**src/rtl/bcu_pkg.sv**
```systemverilog
// bcu_pkg: condition codes and flag bit positions shared by the branch condition unit
package bcu_pkg;
  localparam logic [3:0] COND_AL   = 4'b0000;
  localparam logic [3:0] COND_DBNZ = 4'b0001;
  localparam logic [3:0] COND_NV   = 4'b0010;
  localparam logic [3:0] COND_LCZ  = 4'b0011;
  localparam logic [3:0] COND_Z    = 4'b1000;
  localparam logic [3:0] COND_NZ   = 4'b1001;
  localparam logic [3:0] COND_C    = 4'b1010;
  localparam logic [3:0] COND_NC   = 4'b1011;
  localparam logic [3:0] COND_V    = 4'b1100;
  localparam logic [3:0] COND_NV_F = 4'b1101;
  localparam logic [3:0] COND_S    = 4'b1110;
  localparam logic [3:0] COND_NS   = 4'b1111;
  localparam int FLG_Z = 0;
  localparam int FLG_C = 1;
  localparam int FLG_V = 2;
  localparam int FLG_S = 3;
endpackage

```
**src/rtl/branch_cond_unit_if.sv**
```systemverilog
// branch_cond_unit_if: ALU flag, branch and loop-counter signals of the branch condition unit
interface branch_cond_unit_if #(parameter int DATA_W = 16, parameter int LC_W = 8);
  logic              alu_valid;
  logic [DATA_W-1:0] alu_result;
  logic              alu_carry;
  logic              alu_ovf;
  logic [3:0]        flag_mask;
  logic              br_valid;
  logic [3:0]        br_cond;
  logic              lc_load;
  logic [LC_W-1:0]   lc_value;
  logic              br_done;
  logic              br_taken;
  logic              br_illegal;
  logic [3:0]        flags;
  logic [LC_W-1:0]   lc;
  logic              lc_zero;
  modport master (
    output alu_valid, alu_result, alu_carry, alu_ovf, flag_mask,
           br_valid, br_cond, lc_load, lc_value,
    input  br_done, br_taken, br_illegal, flags, lc, lc_zero
  );
  modport slave (
    input  alu_valid, alu_result, alu_carry, alu_ovf, flag_mask,
           br_valid, br_cond, lc_load, lc_value,
    output br_done, br_taken, br_illegal, flags, lc, lc_zero
  );
endinterface

```
**src/rtl/bcu_flag_reg.sv**
```systemverilog
// bcu_flag_reg: masked S/V/C/Z status register with same-cycle forwarding of written bits
module bcu_flag_reg
  import bcu_pkg::*;
(
  input  logic       clk,
  input  logic       rst_n,
  input  logic       upd_i,
  input  logic [3:0] mask_i,
  input  logic [3:0] new_i,
  output logic [3:0] flags_o,
  output logic [3:0] eff_flags_o
);
  logic [3:0] flags_q, flags_d, we;
  always_comb begin
    we          = {4{upd_i}} & mask_i;
    flags_d     = (we & new_i) | (~we & flags_q);
    eff_flags_o = flags_d;
    flags_o     = flags_q;
  end
  always_ff @(posedge clk or negedge rst_n)
    if (!rst_n) flags_q <= '0;
    else        flags_q <= flags_d;
endmodule

```
**src/rtl/branch_cond_unit.sv**
```systemverilog
// branch_cond_unit: evaluates branch conditions on forwarded flags/loop counter and registers the decision
module branch_cond_unit
  import bcu_pkg::*;
#(
  parameter int DATA_W = 16,
  parameter int LC_W   = 8
) (
  input logic               clk,
  input logic               rst_n,
  branch_cond_unit_if.slave bus
);
  logic [3:0]      new_flags, flags, eff_flags;
  logic [LC_W-1:0] lc_q, lc_d, eff_lc, dec;
  logic            taken, illegal, is_dbnz;
  logic            done_q, taken_q, illegal_q;
  always_comb begin
    new_flags        = '0;
    new_flags[FLG_Z] = bus.alu_result == '0;
    new_flags[FLG_C] = bus.alu_carry;
    new_flags[FLG_V] = bus.alu_ovf;
    new_flags[FLG_S] = bus.alu_result[DATA_W-1];
  end
  bcu_flag_reg u_flags (
    .clk         (clk),
    .rst_n       (rst_n),
    .upd_i       (bus.alu_valid),
    .mask_i      (bus.flag_mask),
    .new_i       (new_flags),
    .flags_o     (flags),
    .eff_flags_o (eff_flags)
  );
  // Flag codes pick the flag by cond[2:1] (matches FLG_* order) and invert on cond[0]
  always_comb begin
    eff_lc  = bus.lc_load ? bus.lc_value : lc_q;
    dec     = eff_lc - 1'b1;
    is_dbnz = bus.br_valid && bus.br_cond == COND_DBNZ;
    lc_d    = is_dbnz ? dec : eff_lc;
    illegal = ~bus.br_cond[3] & bus.br_cond[2];
    taken   = bus.br_cond[3]            ? eff_flags[bus.br_cond[2:1]] ^ bus.br_cond[0] :
              bus.br_cond[2]            ? 1'b0 :
              bus.br_cond == COND_AL    ? 1'b1 :
              bus.br_cond == COND_DBNZ  ? dec != '0 :
              bus.br_cond == COND_LCZ   ? eff_lc == '0 : 1'b0;
  end
  always_ff @(posedge clk or negedge rst_n)
    if (!rst_n) begin
      lc_q      <= '0;
      done_q    <= 1'b0;
      taken_q   <= 1'b0;
      illegal_q <= 1'b0;
    end else begin
      lc_q      <= lc_d;
      done_q    <= bus.br_valid;
      taken_q   <= bus.br_valid & taken;
      illegal_q <= bus.br_valid & illegal;
    end
  always_comb begin
    bus.br_done    = done_q;
    bus.br_taken   = taken_q;
    bus.br_illegal = illegal_q;
    bus.flags      = flags;
    bus.lc         = lc_q;
    bus.lc_zero    = lc_q == '0;
  end
endmodule

```
**src/flat_wrapper.sv**
```systemverilog
// flat-port wrapper written by rule: the top's interface ports become plain ports
module branch_cond_unit_flat import bcu_pkg::*;
#(
  parameter int DATA_W = 16,
  parameter int LC_W   = 8
)
  (clk, rst_n, bus_alu_valid, bus_alu_result, bus_alu_carry, bus_alu_ovf, bus_flag_mask, bus_br_valid, bus_br_cond, bus_lc_load, bus_lc_value, bus_br_done, bus_br_taken, bus_br_illegal, bus_flags, bus_lc, bus_lc_zero);
  branch_cond_unit_if #(.DATA_W(DATA_W), .LC_W(LC_W)) bus_i ();
  input logic clk;
  input logic rst_n;
  input wire logic [$bits(bus_i.alu_valid)-1:0] bus_alu_valid;
  input wire logic [$bits(bus_i.alu_result)-1:0] bus_alu_result;
  input wire logic [$bits(bus_i.alu_carry)-1:0] bus_alu_carry;
  input wire logic [$bits(bus_i.alu_ovf)-1:0] bus_alu_ovf;
  input wire logic [$bits(bus_i.flag_mask)-1:0] bus_flag_mask;
  input wire logic [$bits(bus_i.br_valid)-1:0] bus_br_valid;
  input wire logic [$bits(bus_i.br_cond)-1:0] bus_br_cond;
  input wire logic [$bits(bus_i.lc_load)-1:0] bus_lc_load;
  input wire logic [$bits(bus_i.lc_value)-1:0] bus_lc_value;
  output wire logic [$bits(bus_i.br_done)-1:0] bus_br_done;
  output wire logic [$bits(bus_i.br_taken)-1:0] bus_br_taken;
  output wire logic [$bits(bus_i.br_illegal)-1:0] bus_br_illegal;
  output wire logic [$bits(bus_i.flags)-1:0] bus_flags;
  output wire logic [$bits(bus_i.lc)-1:0] bus_lc;
  output wire logic [$bits(bus_i.lc_zero)-1:0] bus_lc_zero;
  assign bus_i.alu_valid = bus_alu_valid;
  assign bus_i.alu_result = bus_alu_result;
  assign bus_i.alu_carry = bus_alu_carry;
  assign bus_i.alu_ovf = bus_alu_ovf;
  assign bus_i.flag_mask = bus_flag_mask;
  assign bus_i.br_valid = bus_br_valid;
  assign bus_i.br_cond = bus_br_cond;
  assign bus_i.lc_load = bus_lc_load;
  assign bus_i.lc_value = bus_lc_value;
  assign bus_br_done = bus_i.br_done;
  assign bus_br_taken = bus_i.br_taken;
  assign bus_br_illegal = bus_i.br_illegal;
  assign bus_flags = bus_i.flags;
  assign bus_lc = bus_i.lc;
  assign bus_lc_zero = bus_i.lc_zero;
  branch_cond_unit #(.DATA_W(DATA_W), .LC_W(LC_W)) u_core (.clk(clk), .rst_n(rst_n), .bus(bus_i));
endmodule
```
**config.mk**
```make
export PLATFORM = sky130hd
export DESIGN_NAME = branch_cond_unit_flat
export DESIGN_NICKNAME = d
export VERILOG_FILES = /design/src/rtl/bcu_pkg.sv /design/src/rtl/branch_cond_unit_if.sv /design/src/rtl/bcu_flag_reg.sv /design/src/rtl/branch_cond_unit.sv /design/src/flat_wrapper.sv
export SDC_FILE = /design/constraint.sdc
export NUM_CORES = 1
export LEC_CHECK = 0
export BUFFER_PORTS_ARGS = -buffer_cell sky130_fd_sc_hd__buf_2
export CORE_MARGIN = 2
export CORE_UTILIZATION = 35
export CTS_CLUSTER_SIZE = 28
export DETAILED_ROUTE_END_ITERATION = 7
export PLACE_DENSITY_LB_ADDON = 0.05
export SYNTH_ARGS = -nofsm -noshare
export SYNTH_HDL_FRONTEND = slang
export SYNTH_SLANG_ARGS = --single-unit
```
**constraint.sdc**
```tcl
create_clock -name clk -period 3.4 [get_ports clk]
set_input_delay 0.85 -clock clk [delete_from_list [all_inputs] [get_ports clk]]
set_output_delay 0.85 -clock clk [all_outputs]
set_load 0.02 [all_outputs]
```
==> metrics.txt <==
result of the run completed; Worst Path Required 3.62 ns; max-slew violation count 0; Combinational Power Share 34.7%; mux contribution to synthesized area 14.8%; num rows 20; Post-Route Skew 0.00149 ns; Post-synth top cells 15 x dfrtp_1, 10 x nor2_1, 9 x nand2_1, 7 x mux2i_1, 7 x xnor2_1; Area contributors post-synth dfrtp_1 34%, mux2i_1 6.4%, xnor2_1 5.6%, mux2_4 4.1%, ha_1 3.4%; register area share after synthesis 34.1%; worst relative slew slack 73.5%; simple-gate area share of the yosys netlist 22.1%; gr usage total 14.5%; Final ANT Viol Nets 0; first-pass GRT wire length 4.03 mm; Post-Syn Area 1100 sq um; Vias 1057; hpwl dp 2.09 mm; Initial Util 36.3%; Seq cells post-synth 15; CTS Root Cell clkbuf_4; setup TNS 0 ns; TritonRoute pass-1 iters 4; # nets final 212; Compound-Gate Fraction of Synth Area 14.6%; Critical Path AT 2.88 ns; TritonCTS Buffers 3; Core Area 3030 sq um; Placer Congestion 0.792; EDFF count, synth 0; final hold slack 0.461 ns; port bufs 54; leading area contributor after synthesis dfrtp_1; Final Hold Fails 0; Pwr Total 0.479 mW; CTS max path bufs 2; CP Capture Type flip-flop; Buffers & Inverters on Critical Path 1; Avg Cell Area, Syn 9.73 sq um; NetSw 0.163 mW; Post-Synth Adder-Cell Area 3.41%; vias in the first global route 964; Power Internal 0.316 mW; CTS tree built; syn nets 155; WS Path Type input port to flip-flop; Sw Share 34.0%; Worst Setup Start Kind input port; worst hold path class input port to asynchronous set/reset pin; Clock Sinks 15; Area growth syn-to-layout 30.3%; ys flop type dfrtp_1; Max stage delay on crit path 0.43 ns; clk_lat worst skew 0.28 ns; chip width 60.1 microns; top-count cell post-synth dfrtp_1; highest clock rate 376 MHz; H-tree depth 1; Cell Pwr Density 335 nW/um^2; final setup vio count 0; full die area 3610 sq um; Worst VDD drop 0.183 mV; Iter 0 DRT Violations 29; clock slew at reported path FFs 0.09 ns; cts repair resizes 0; initial antenna violation count 0; Reg power frac 43.9%; maxcap violations 0; slowest cell on the critical path mux2i_1; IO Count 55; largest net degree at the start of global routing 21; total grt overflow 0; asr flop ratio synth 100%; cell family with most CP delay compound AO/OA/AOI/OAI gates; diode count 0; Residual DRC 0; Final period util 78.2%; Pleak 0.691 nW; worst slew pin tran 0.386 ns; synth unique cells 45; Syn Inst Count 113; hold buffers post-CTS 0; Max FO, Critical Path 20; Tmin final 2.66 ns; WL/cell 11.7 microns; main combinational cell family by area after synthesis simple AND/OR/NAND/NOR gates; Vias per Instance 4.96; proportion of netlist area held by the largest area contributor 34.1%; share of post-route cells with drive strength above 1 41.4%; Die Ht 60.1 microns; WL final 2.49 mm; Setup Buffers After CTS 0; unrepaired setup endpoints after global routing no; post-synthesis xor/xnor area fraction 7.96%; Yosys Warn Count 0; crit-path cells buf_2 > mux2i_1 > ha_1 > o21ai_0 > xor2_1 > nor2_1 > a311oi_1 > o31a_1; Clock power frac 21.4%
[power groups by stage]
stage	combinational, mW	clock [mW]	sequential [mW]
2_1_floorplan	0.0833	0	0.235
3_3_place_gp	0.167	0	0.214
3_5_place_dp	0.168	0	0.214
4_1_cts	0.168	0.110	0.211
5_1_grt	0.183	0.118	0.213
6_report	0.166	0.103	0.211
[flip-flops by register name (all words and copies together), names as in the netlist]
signal                  count
u_core.bus.lc               8
u_core.u_flags.flags_o      4
u_core.bus.br_done          1
u_core.bus.br_illegal       1
u_core.bus.br_taken         1
[cells by family (layout without fill, tap and decap cells)]
family | count (synthesis) | in the layout
simple gates | 45 | 45
flops | 15 | 15
xor+xnor | 10 | 10
compound gates | 20 | 20
mux | 14 | 14
fa+ha+maj | 3 | 3
buf+inv | 6 | 62
[metal layers]
metal	vias to the layer above	GRT usage [%]	share of wire, %
li1	529	-	-
met1	492	19.2	46
met2	36	24.7	48
met5	-	0	0
met3	0	2.60	5.7
met4	0	2.86	0
[cells in the final DEF, fill, tap and decap left out, types with 2 or more instances in the layout]
master and instances:
nand2_1 9, mux2_4 3, nand3_1 3, nor3_1 4, and3_1 3, mux2i_1 7
mux2_2 2, xor2_1 3, ha_1 3, clkbuf_4 3, nor3b_1 2, a21boi_0 2
buf_2 54, dfrtp_1 15, nor4_1 4, nand3b_1 2, o21a_1 2, xnor2_1 7
a21oi_1 2, nor2_1 10, inv_1 4
[worst reg2reg max path: stages (launching register included)]
cell,delay (ns)
dfrtp_1,0.40
mux2i_1,0.32
ha_1,0.35
o21ai_0,0.18
xor2_1,0.20
nor2_1,0.07
a311oi_1,0.30
o31a_1,0.16
[path summary, 6_finish.rpt]
check,from,cells past startpoint,endpoint,slack (ns)
min reg2reg,u_core.u_flags.flags_o[0],1,u_core.u_flags.flags_o[0],0.51
max reg2reg,u_core.bus.lc[0],7,u_core.bus.br_taken,1.37
max,bus_lc_load,8,u_core.bus.br_taken,0.74
max in group asynchronous,rst_n,1,u_core.bus.lc[6],2.68
min,rst_n,1,u_core.bus.br_illegal,0.46
min in group clk,u_core.u_flags.flags_o[0],1,u_core.u_flags.flags_o[0],0.51
[through the flow]
stage / cell area, sq um / instances / util [%] / setup slack [ns]
3_5_place_dp: 1410 / 209 / 46.4 / 0.471
5_1_grt: 1430 / 213 / 47.3 / 0.634
3_3_place_gp: 1410 / 209 / 46.4 / 0.574
2_1_floorplan: 1100 / 113 / - / 0.789
4_1_cts: 1430 / 213 / 47.3 / 0.770
6_report: 1430 / 213 / 47.3 / 0.742
[area by class of cell]
class                   count  area, sq um
flip-flops and latches     15          375
inverters                   4         15.0
well taps                  44         55.1
fillers                   291         1600
repair buffers             54          270
clock buffers               4         26.3
multi-input cells          92          691
Power figures use the tool's default switching activity.
